<file path="config.mk">
export PLATFORM = sky130hd
export DESIGN_NAME = cp0_nest_irq_flat
export DESIGN_NICKNAME = d
export VERILOG_FILES = /design/src/rtl/cp0_nest_irq_if.sv /design/src/rtl/cp0_nest_irq.sv /design/src/flat_wrapper.sv
export SDC_FILE = /design/constraint.sdc
export NUM_CORES = 1
export LEC_CHECK = 0
export CAP_MARGIN = 20
export CORE_ASPECT_RATIO = 1.4
export CORE_MARGIN = 2
export CORE_UTILIZATION = 48
export DETAILED_ROUTE_END_ITERATION = 12
export PLACE_DENSITY = 0.77
export RECOVER_POWER = 50
export SETUP_SLACK_MARGIN = 0.15
export SKIP_CTS_REPAIR_TIMING = 1
export SKIP_LAST_GASP = 1
export SYNTH_ARGS = -nofsm -noshare
export SYNTH_HDL_FRONTEND = slang
export SYNTH_SLANG_ARGS = --single-unit
</file>
<file path="constraint.sdc">
create_clock -name clk -period 2.5 [get_ports clk]
set_input_delay 0.375 -clock clk [delete_from_list [all_inputs] [get_ports clk]]
set_output_delay 0.375 -clock clk [all_outputs]
set_load 0.05 [all_outputs]
</file>
<file path="src/rtl/cp0_nest_irq_if.sv">
// Pipeline <-> CP0 bus: interrupt handshake, exception entry, ERET, mtc0/mfc0 and PC redirect.
interface cp0_nest_irq_if #(
   parameter int unsigned IRQ_N = 4
);
   logic [IRQ_N-1:0] irq;
   logic             int_req;
   logic             int_ack;
   logic             exc_req;
   logic [4:0]       exc_code;
   logic [31:0]      pc;
   logic [31:0]      npc;
   logic             eret;
   logic             mtc0;
   logic [4:0]       c0_addr;
   logic [31:0]      wdata;
   logic [31:0]      rdata;
   logic             redirect;
   logic [31:0]      redirect_pc;
   logic [3:0]       nest_lvl;

   modport master (
      output irq, int_ack, exc_req, exc_code, pc, npc, eret, mtc0, c0_addr, wdata,
      input  int_req, rdata, redirect, redirect_pc, nest_lvl
   );

   modport slave (
      input  irq, int_ack, exc_req, exc_code, pc, npc, eret, mtc0, c0_addr, wdata,
      output int_req, rdata, redirect, redirect_pc, nest_lvl
   );
endinterface

</file>
<file path="src/rtl/cp0_nest_irq.sv">
// Coprocessor 0 with synchronised external IRQs, Count/Compare timer and a
// hardware Status stack for nested exception entry / ERET.
module cp0_nest_irq #(
   parameter int unsigned IRQ_N      = 4,
   parameter int unsigned NEST_DEPTH = 3,
   parameter logic [31:0] EXC_VEC    = 32'h0000_0004
) (
   input logic            clk,
   input logic            rst,
   cp0_nest_irq_if.slave  bus
);
   localparam int unsigned TM_BIT    = 8 + IRQ_N;
   localparam logic [4:0]  A_COUNT   = 5'd9;
   localparam logic [4:0]  A_COMPARE = 5'd11;
   localparam logic [4:0]  A_STATUS  = 5'd12;
   localparam logic [4:0]  A_CAUSE   = 5'd13;
   localparam logic [4:0]  A_EPC     = 5'd14;

   logic [IRQ_N-1:0] irq_meta_p0;
   logic [IRQ_N-1:0] irq_sync_p1;
   logic [IRQ_N-1:0] ip_q;
   logic [31:0]      status_q;
   logic [31:0]      epc_q;
   logic [31:0]      count_q;
   logic [31:0]      compare_q;
   logic [4:0]       exc_code_q;
   logic             tp_q;
   logic             ovf_q;
   logic [3:0]       nest_lvl_q;
   logic [7:0]       stack_q [NEST_DEPTH];

   logic        int_req;
   logic        take_exc;
   logic        take_int;
   logic        entry;
   logic        do_eret;
   logic        at_full;
   logic [7:0]  stack_top;
   logic [31:0] rdata_mux;

   function automatic logic [31:0] cause_word(input logic [4:0] code, input logic [IRQ_N-1:0] ip,
                                              input logic tp, input logic ovf);
      cause_word            = '0;
      cause_word[6:2]       = code;
      cause_word[8 +: IRQ_N] = ip;
      cause_word[TM_BIT]    = tp;
      cause_word[31]        = ovf;
   endfunction

   always_comb begin
      int_req  = status_q[0]
               & ((|(ip_q & status_q[8 +: IRQ_N])) | (tp_q & status_q[TM_BIT]))
               & (nest_lvl_q < 4'(NEST_DEPTH));
      // A synchronous exception always beats a pending interrupt acknowledge.
      take_exc = bus.exc_req;
      take_int = bus.int_ack & int_req & ~bus.exc_req;
      entry    = take_exc | take_int;
      do_eret  = bus.eret & ~entry;
      at_full  = (nest_lvl_q == 4'(NEST_DEPTH));
   end

   always_comb begin
      stack_top = '0;
      for (int i = 0; i < int'(NEST_DEPTH); i++) begin
         if (nest_lvl_q == 4'(i + 1)) stack_top = stack_q[i];
      end
   end

   always_comb begin
      rdata_mux = '0;
      if (rst) begin
         case (bus.c0_addr)
            A_COUNT:   rdata_mux = count_q;
            A_COMPARE: rdata_mux = compare_q;
            A_STATUS:  rdata_mux = status_q;
            A_CAUSE:   rdata_mux = cause_word(exc_code_q, ip_q, tp_q, ovf_q);
            A_EPC:     rdata_mux = epc_q;
            default:   rdata_mux = '0;
         endcase
      end
   end

   assign bus.int_req     = int_req;
   assign bus.rdata       = rdata_mux;
   assign bus.redirect    = rst & (entry | bus.eret);
   assign bus.redirect_pc = !rst    ? 32'd0 :
                            entry    ? EXC_VEC :
                            bus.eret ? epc_q : 32'd0;
   assign bus.nest_lvl    = nest_lvl_q;

   always_ff @(posedge clk or negedge rst) begin
      if (!rst) begin
         irq_meta_p0 <= '0;
         irq_sync_p1 <= '0;
         ip_q        <= '0;
         status_q    <= '0;
         epc_q       <= '0;
         count_q     <= '0;
         compare_q   <= '0;
         exc_code_q  <= '0;
         tp_q        <= 1'b0;
         ovf_q       <= 1'b0;
         nest_lvl_q  <= '0;
         for (int i = 0; i < int'(NEST_DEPTH); i++) stack_q[i] <= '0;
      end else begin
         // irq -> meta -> sync -> IP: three edges from pin to pending bit
         irq_meta_p0 <= bus.irq;
         irq_sync_p1 <= irq_meta_p0;
         ip_q        <= irq_sync_p1;

         count_q <= (bus.mtc0 && bus.c0_addr == A_COUNT) ? bus.wdata : count_q + 32'd1;
         if (bus.mtc0 && bus.c0_addr == A_COMPARE) begin
            compare_q <= bus.wdata;
            tp_q      <= 1'b0;
         end else if (count_q == compare_q && compare_q != 32'd0) begin
            tp_q <= 1'b1;
         end

         if (entry) begin
            epc_q       <= take_exc ? bus.pc : bus.npc;
            exc_code_q  <= take_exc ? bus.exc_code : 5'd0;
            status_q[0] <= 1'b0;
            // Only an exception can arrive at full depth; int_req is masked there.
            if (at_full) begin
               ovf_q <= 1'b1;
            end else begin
               for (int i = 0; i < int'(NEST_DEPTH); i++) begin
                  if (nest_lvl_q == 4'(i)) stack_q[i] <= status_q[7:0];
               end
               nest_lvl_q <= nest_lvl_q + 4'd1;
            end
         end else if (do_eret) begin
            if (nest_lvl_q != 4'd0) begin
               status_q[7:0] <= stack_top;
               nest_lvl_q    <= nest_lvl_q - 4'd1;
            end else begin
               status_q[0] <= 1'b1;
            end
         end else if (bus.mtc0) begin
            case (bus.c0_addr)
               A_STATUS: status_q <= bus.wdata;
               A_CAUSE: begin
                  exc_code_q <= bus.wdata[6:2];
                  if (!bus.wdata[31]) ovf_q <= 1'b0;
               end
               A_EPC:    epc_q <= bus.wdata;
               default:  ;
            endcase
         end
      end
   end
endmodule
</file>
<file path="src/flat_wrapper.sv">
// flat-port wrapper written by rule: the top's interface ports become plain ports
module cp0_nest_irq_flat 
#(
   parameter int unsigned IRQ_N      = 4,
   parameter int unsigned NEST_DEPTH = 3,
   parameter logic [31:0] EXC_VEC    = 32'h0000_0004
)
  (clk, rst, bus_irq, bus_int_ack, bus_exc_req, bus_exc_code, bus_pc, bus_npc, bus_eret, bus_mtc0, bus_c0_addr, bus_wdata, bus_int_req, bus_rdata, bus_redirect, bus_redirect_pc, bus_nest_lvl);
  cp0_nest_irq_if #(.IRQ_N(IRQ_N)) bus_i ();
  input logic clk;
  input logic rst;
  input wire logic [$bits(bus_i.irq)-1:0] bus_irq;
  input wire logic [$bits(bus_i.int_ack)-1:0] bus_int_ack;
  input wire logic [$bits(bus_i.exc_req)-1:0] bus_exc_req;
  input wire logic [$bits(bus_i.exc_code)-1:0] bus_exc_code;
  input wire logic [$bits(bus_i.pc)-1:0] bus_pc;
  input wire logic [$bits(bus_i.npc)-1:0] bus_npc;
  input wire logic [$bits(bus_i.eret)-1:0] bus_eret;
  input wire logic [$bits(bus_i.mtc0)-1:0] bus_mtc0;
  input wire logic [$bits(bus_i.c0_addr)-1:0] bus_c0_addr;
  input wire logic [$bits(bus_i.wdata)-1:0] bus_wdata;
  output wire logic [$bits(bus_i.int_req)-1:0] bus_int_req;
  output wire logic [$bits(bus_i.rdata)-1:0] bus_rdata;
  output wire logic [$bits(bus_i.redirect)-1:0] bus_redirect;
  output wire logic [$bits(bus_i.redirect_pc)-1:0] bus_redirect_pc;
  output wire logic [$bits(bus_i.nest_lvl)-1:0] bus_nest_lvl;
  assign bus_i.irq = bus_irq;
  assign bus_i.int_ack = bus_int_ack;
  assign bus_i.exc_req = bus_exc_req;
  assign bus_i.exc_code = bus_exc_code;
  assign bus_i.pc = bus_pc;
  assign bus_i.npc = bus_npc;
  assign bus_i.eret = bus_eret;
  assign bus_i.mtc0 = bus_mtc0;
  assign bus_i.c0_addr = bus_c0_addr;
  assign bus_i.wdata = bus_wdata;
  assign bus_int_req = bus_i.int_req;
  assign bus_rdata = bus_i.rdata;
  assign bus_redirect = bus_i.redirect;
  assign bus_redirect_pc = bus_i.redirect_pc;
  assign bus_nest_lvl = bus_i.nest_lvl;
  cp0_nest_irq #(.IRQ_N(IRQ_N), .NEST_DEPTH(NEST_DEPTH), .EXC_VEC(EXC_VEC)) u_core (.clk(clk), .rst(rst), .bus(bus_i));
endmodule
</file>
Word level (Yosys, flattened, before mapping)

Index checks and enable logic that the tools add are counted.
W data, S select, Z words.

Register bits after elaboration: 175
Latch bits: 0
RAM bits: 0
Memory bits (read-only): 0
Bits of input ports: 116
Output and inout port bits: 70
Word-level logic and storage cells: 113
Memories: 0

Add/subtract/negate cells: 3
Multiply operators: 0
Divide/modulo/power cells: 0
Order comparisons: 1
Equality and inequality tests: 14
Shifts and indexed selects: 0
Muxes and demuxes: 37
Bitwise operators: 15
Reduce and logical (&&, ||, !) cells: 27

Operator list:

| operator                | count |
|---|---|
| $mux W32                | 10 |
| $pmux W32 S5            | 1 |
| $mux W8                 | 6 |
| $add A32 B1 Y32 const B | 1 |
| $eq A32 B32 Y1          | 1 |
| $reduce_bool A32 Y1     | 1 |
| $eq A5 B4 Y1 const B    | 5 |
| $mux W5                 | 5 |
| $reduce_and A3 Y1       | 6 |
| $mux W4                 | 4 |
| $reduce_bool A2 Y1      | 8 |
| $mux W1                 | 10 |
| $eq A4 B2 Y1 const B    | 2 |
| $reduce_and A4 Y1       | 2 |
| $and A1 B1 Y1           | 7 |
| $mux W7                 | 1 |
| $ne A2 B2 Y1 const B    | 3 |
| $reduce_bool A3 Y1      | 2 |
| $reduce_and A5 Y1       | 1 |
| $add A4 B1 Y4 const B   | 1 |
| $and A4 B4 Y4           | 1 |
| $eq A4 B1 Y1 const B    | 1 |
| $logic_not A4 Y1        | 1 |
| $lt A4 B2 Y1 const B    | 1 |
| other kinds (8)         | 16 |

Depth between registers and ports, before layout

Depth after elaboration: 12
Mapped depth: 8
Mapped depth without buffers: 7

Worst setup path after synthesis

Ideal clock, no wire load.

Kind: register to output
Start: reg u_core.nest_lvl_q[1] (netlist: u_core.bus.nest_lvl[1])
End: out bus_redirect_pc[2]
Arrival time: 3,410 ps
Data required time: 2,125 ps
Path slack: -1,285 ps
Stages on the path, launching flop included: 8
Path buffers: 3
Cells stage by stage: dfrtp_1 > ha_1 > or4b_4 > a221o_1 > buf_6 > buf_2 > buf_2 > a21boi_0

Longest elaborated chain between the ends: 7

RTL lines:

| element                     | RTL line            | text |
|---|---|---|
| start: declaration          | cp0_nest_irq.sv:29  | `logic [3:0] nest_lvl_q;` |
| start signal: assignment    | cp0_nest_irq.sv:130 | `nest_lvl_q <= nest_lvl_q + 4'd1;` |
| start signal: assignment    | cp0_nest_irq.sv:135 | `nest_lvl_q <= nest_lvl_q - 4'd1;` |
| $lt A4 B2 Y1                | cp0_nest_irq.sv:53  | `& (nest_lvl_q < 4'(NEST_DEPTH));` |
| $and A1 B1 Y1               | cp0_nest_irq.sv:53  |  |
| $and A1 B1 Y1 (2 in series) | cp0_nest_irq.sv:56  | `take_int = bus.int_ack & int_req & ~bus.exc_req;` |
| $or A1 B1 Y1                | cp0_nest_irq.sv:57  | `entry = take_exc \| take_int;` |
| $mux W32                    | cp0_nest_irq.sv:87  | `entry ? EXC_VEC :` |
| $mux W32                    | cp0_nest_irq.sv:86  | `assign bus.redirect_pc = !rst ? 32'd0 :` |
| end: declaration            | flat_wrapper.sv:25  | `output wire logic [$bits(bus_i.redirect_pc)-1:0] bus_redirect_pc;` |

Every way passes these cells.

Final worst setup path

Start: reg u_core.nest_lvl_q[1] (netlist: u_core.bus.nest_lvl[1])
End: out bus_redirect_pc[8]

Same word-level chain as after synthesis.

==> metrics list <==
- Pins Over Slew Limit: 169
- Main synth FF type: dfrtp_1
- IO Port Bufs: 185
* Detailed-route vias per instance: about 6
* Share of synthesized area occupied by flip-flops and latches: 44.2%
* Most frequent cells in the layout: dfrtp_1 (171), clkdlybuf4s50_1 (108), buf_12 (83)
- Layout cell share with drive strength beyond 1: 32.0%
* Root Driver: clkbuf_16
- The startpoint identified for the worst hold timing path is u_core.irq_sync_p1[0].
* Category of the worst setup path capture point: output port
- The endpoint identified for the worst register-to-register timing path is u_core.stack_q[14].
- The floorplan has 62 rows.
- Finished Layout Cells: 1442
- Post-route ant nets: 0
- The detailed router finished its first iteration with 685 violations.
- After layout, the minimum clock period comes to approximately 3.0 ns.
- The total overflow left after global routing is 0.
- In this run the register-to-register setup slack is -0.09 ns.
* Total die area: about 0.022 mm2
* Crit path DAT: 2.59 ns
- The worst hold path belongs to the class register to register.
- Least-Margin Pin Slew: between 1.5 and 2 ns
- Die height: 174 um
- In the final routed layout, each cell accounts on average for 22.0 um.
- Static leakage: 0.00593 uW
- # nets final: roughly 1300
* Run status: finished with violations
* Wire length of the first global-routing pass: 46800 um
* Failing checks: capacitance limit, slew limit, setup timing
* Overall global routing resource usage: 27.2%
* Post-layout util: 71.0%
- Post-Syn Instances: 962
- In this run the standard cell core region covers 0.0204 mm2.
- Final hold violation count: 0
* Post-Synthesis Cell Area: 0.00991 mm2
* Largest fanout on the critical path: 20
- From left edge to right edge, the die measures ~130 um.
- Maximum clock frequency: about 0.34 GHz
- H-tree depth reported by CTS: 4
- Wires add up to approximately 32000 um.
- Number of I/O pins: 186
* Peak supply drop: around 0.00062 V
- The initial utilization of the core area, before any placement, comes to 48.6%.
* Number of storage elements in the synthesis netlist: 175
- In this run the power density over the cells is 733 mW/mm2.
- Yosys printed 0 warnings.
- Post-detail-place hpwl: 21300 um
- Number of enable-type register cells in the synthesized netlist: 0
* Class of the most critical setup path: register to output port
- No sink is reached through more buffers than the 2 on the longest clock path.
- Setup slack on the critical path of the routed design comes to -0.463 ns.
* Vias post-DR: 8682
* TritonCTS Buffers: 17
- Synth-to-Final Area Change: 46.1%
- Setup repair after global routing could not meet its margin everywhere.
- Setup Viol. Count Final: 56
- Max-cap violations: 1
- CTS tree: built
* Global placer's final weighted congestion: 0.883
* Clock latency on the worst-skew pair: around 0.44 ns
- STA classifies the critical path startpoint as a register.
* DR DRC count: 0
- The first detailed-routing pass ran for 7 iterations.
- Number of cells traversed by the worst register-to-register path: 8
- In the finished design, the share of the clock period the worst path needs comes to 119%.
* Number of nets in the synthesized netlist: 1084
- The worst register-to-register path begins at u_core.bus.nest_lvl[1].
* Data required, critical path: ~2.1 ns
* Number of distinct library cells after synthesis: 52
- Commonest non-fill, non-tap cell in the layout: dfrtp_1
- Worst Hold Path EP: u_core.ip_q[0]
- The repair_antennas step left the layout with diodes totalling 0.
- The via count of the first global-routing pass was between 8000 and 9000.
* Initial antenna violation count: 0
* Avg Cell Area, Syn: 10.3 um2
- Worst-case headroom to the max-slew limit: -3.85%
- TritonCTS Sinks: 175
- Hold depth: 0
* Cell count after placement: between 1000 and 1500
- Clock-pin slew was measured on the worst setup and hold paths at 0.07 ns.
* Final Total Pwr: 10600 uW
- Between clock sinks in the finished design, the worst skew comes to 0.0125 ns.
- Entering global routing, the biggest net connects 169 pins.
* Fraction of registers with async set or reset after synthesis: 100%
==> routing by layer <==
metal	up-vias	global-route usage (%)	part of all wire (%)
met3	89	4.99	6.1
met5	-	0	0
met1	4301	32.1	38
li1	3898	-	-
met2	394	48.4	52
met4	0	11.3	3.9
==> critical path, stage by stage (launching register included) <==
cell     delay [ns]
dfrtp_2        0.43
ha_4           0.17
or4b_4         0.48
a221o_2        0.39
and3_4         0.21
buf_12         0.16
and2_4         0.16
buf_12         0.14
==> Yosys cell counts, drive strengths merged, types with 15 or more instances <==
master / number / area, um2
dfrtp: 175 / 4380
mux2: 86 / 1030
mux2i: 82 / 821
nor2: 66 / 250
clkbuf: 55 / 206
nand2: 51 / 196
a21oi: 46 / 230
o21ai: 46 / 230
xor2: 39 / 342
and2: 36 / 225
a211oi: 33 / 248
nor2b: 31 / 194
nor4: 28 / 175
xnor2: 25 / 219
a221oi: 23 / 201
buf: 16 / 103
inv: 15 / 56.3
nand3: 15 / 80.1
==> area by class of cell <==
type / count / area, um2
repair buffers: 263 / 3400
flip-flops and latches: 175 / 4380
fillers: 1366 / 5920
inverters: 15 / 56.3
clock buffers: 19 / 453
well taps: 256 / 320
multi-input cells: 701 / 5740
clock inverters: 13 / 128
==> worst max path at each step <==
stage,startpoint,end,slack [ns],cells after the start
3_3_place_gp,bus_c0_addr[4],bus_rdata[20],-0.1,8
6_report,u_core.bus.nest_lvl[1],bus_redirect_pc[8],-0.46,7
4_1_cts,u_core.bus.nest_lvl[1],bus_redirect_pc[8],-0.54,7
5_1_grt,u_core.bus.nest_lvl[1],bus_redirect_pc[8],-0.50,7
3_5_place_dp,bus_c0_addr[4],bus_rdata[16],-0.14,7
2_1_floorplan,u_core.bus.nest_lvl[1],bus_redirect_pc[2],-0.21,7
==> state kept, by name, summed over array words and instances, names as in the netlist <==
signal               cells
u_core.bus.nest_lvl      4
u_core.compare_q        32
u_core.count_q          32
u_core.epc_q            32
u_core.exc_code_q        5
u_core.ip_q              4
u_core.irq_meta_p0       4
u_core.irq_sync_p1       4
u_core.ovf_q             1
u_core.stack_q          24
u_core.status_q         32
u_core.tp_q              1
==> metrics by stage <==
| step | setup WS (ns) | setup TNS [ns] | area [um2] | hold slack, ns |
|---|---|---|---|---|
| after floorplan | -0.207 | -7.13 | 10200 | 0.0794 |
| after global placement | -0.0957 | -3.14 | 13400 | 0.214 |
| final | -0.463 | -15.93 | 14500 | 0.346 |
| after global routing | -0.503 | -20.02 | 14500 | 0.357 |
| after CTS | -0.541 | -22.12 | 14000 | -0.257 |
| after detailed placement | -0.140 | -5.76 | 13400 | 0.214 |
==> kinds of logic (layout without fill, tap and decap cells) <==
group | count (synthesis) | after routing | share of synthesized area [%]
compound gates | 193 | 193 | 12.7
xor+xnor | 64 | 64 | 5.65
fa+ha+maj | 6 | 6 | 0.757
buf+inv | 86 | 310 | 3.69
flops | 175 | 175 | 44.2
mux | 168 | 168 | 18.7
simple gates | 270 | 270 | 14.4
==> report_power, final <==
group          internal, uW  switching, uW  total, uW
registers              3590            868       4460
logic                  1780           1740       3520
clock network          1440           1210       2650
total                  6810           3810      10600
Note: power is estimated with default switching activity, not from simulation.
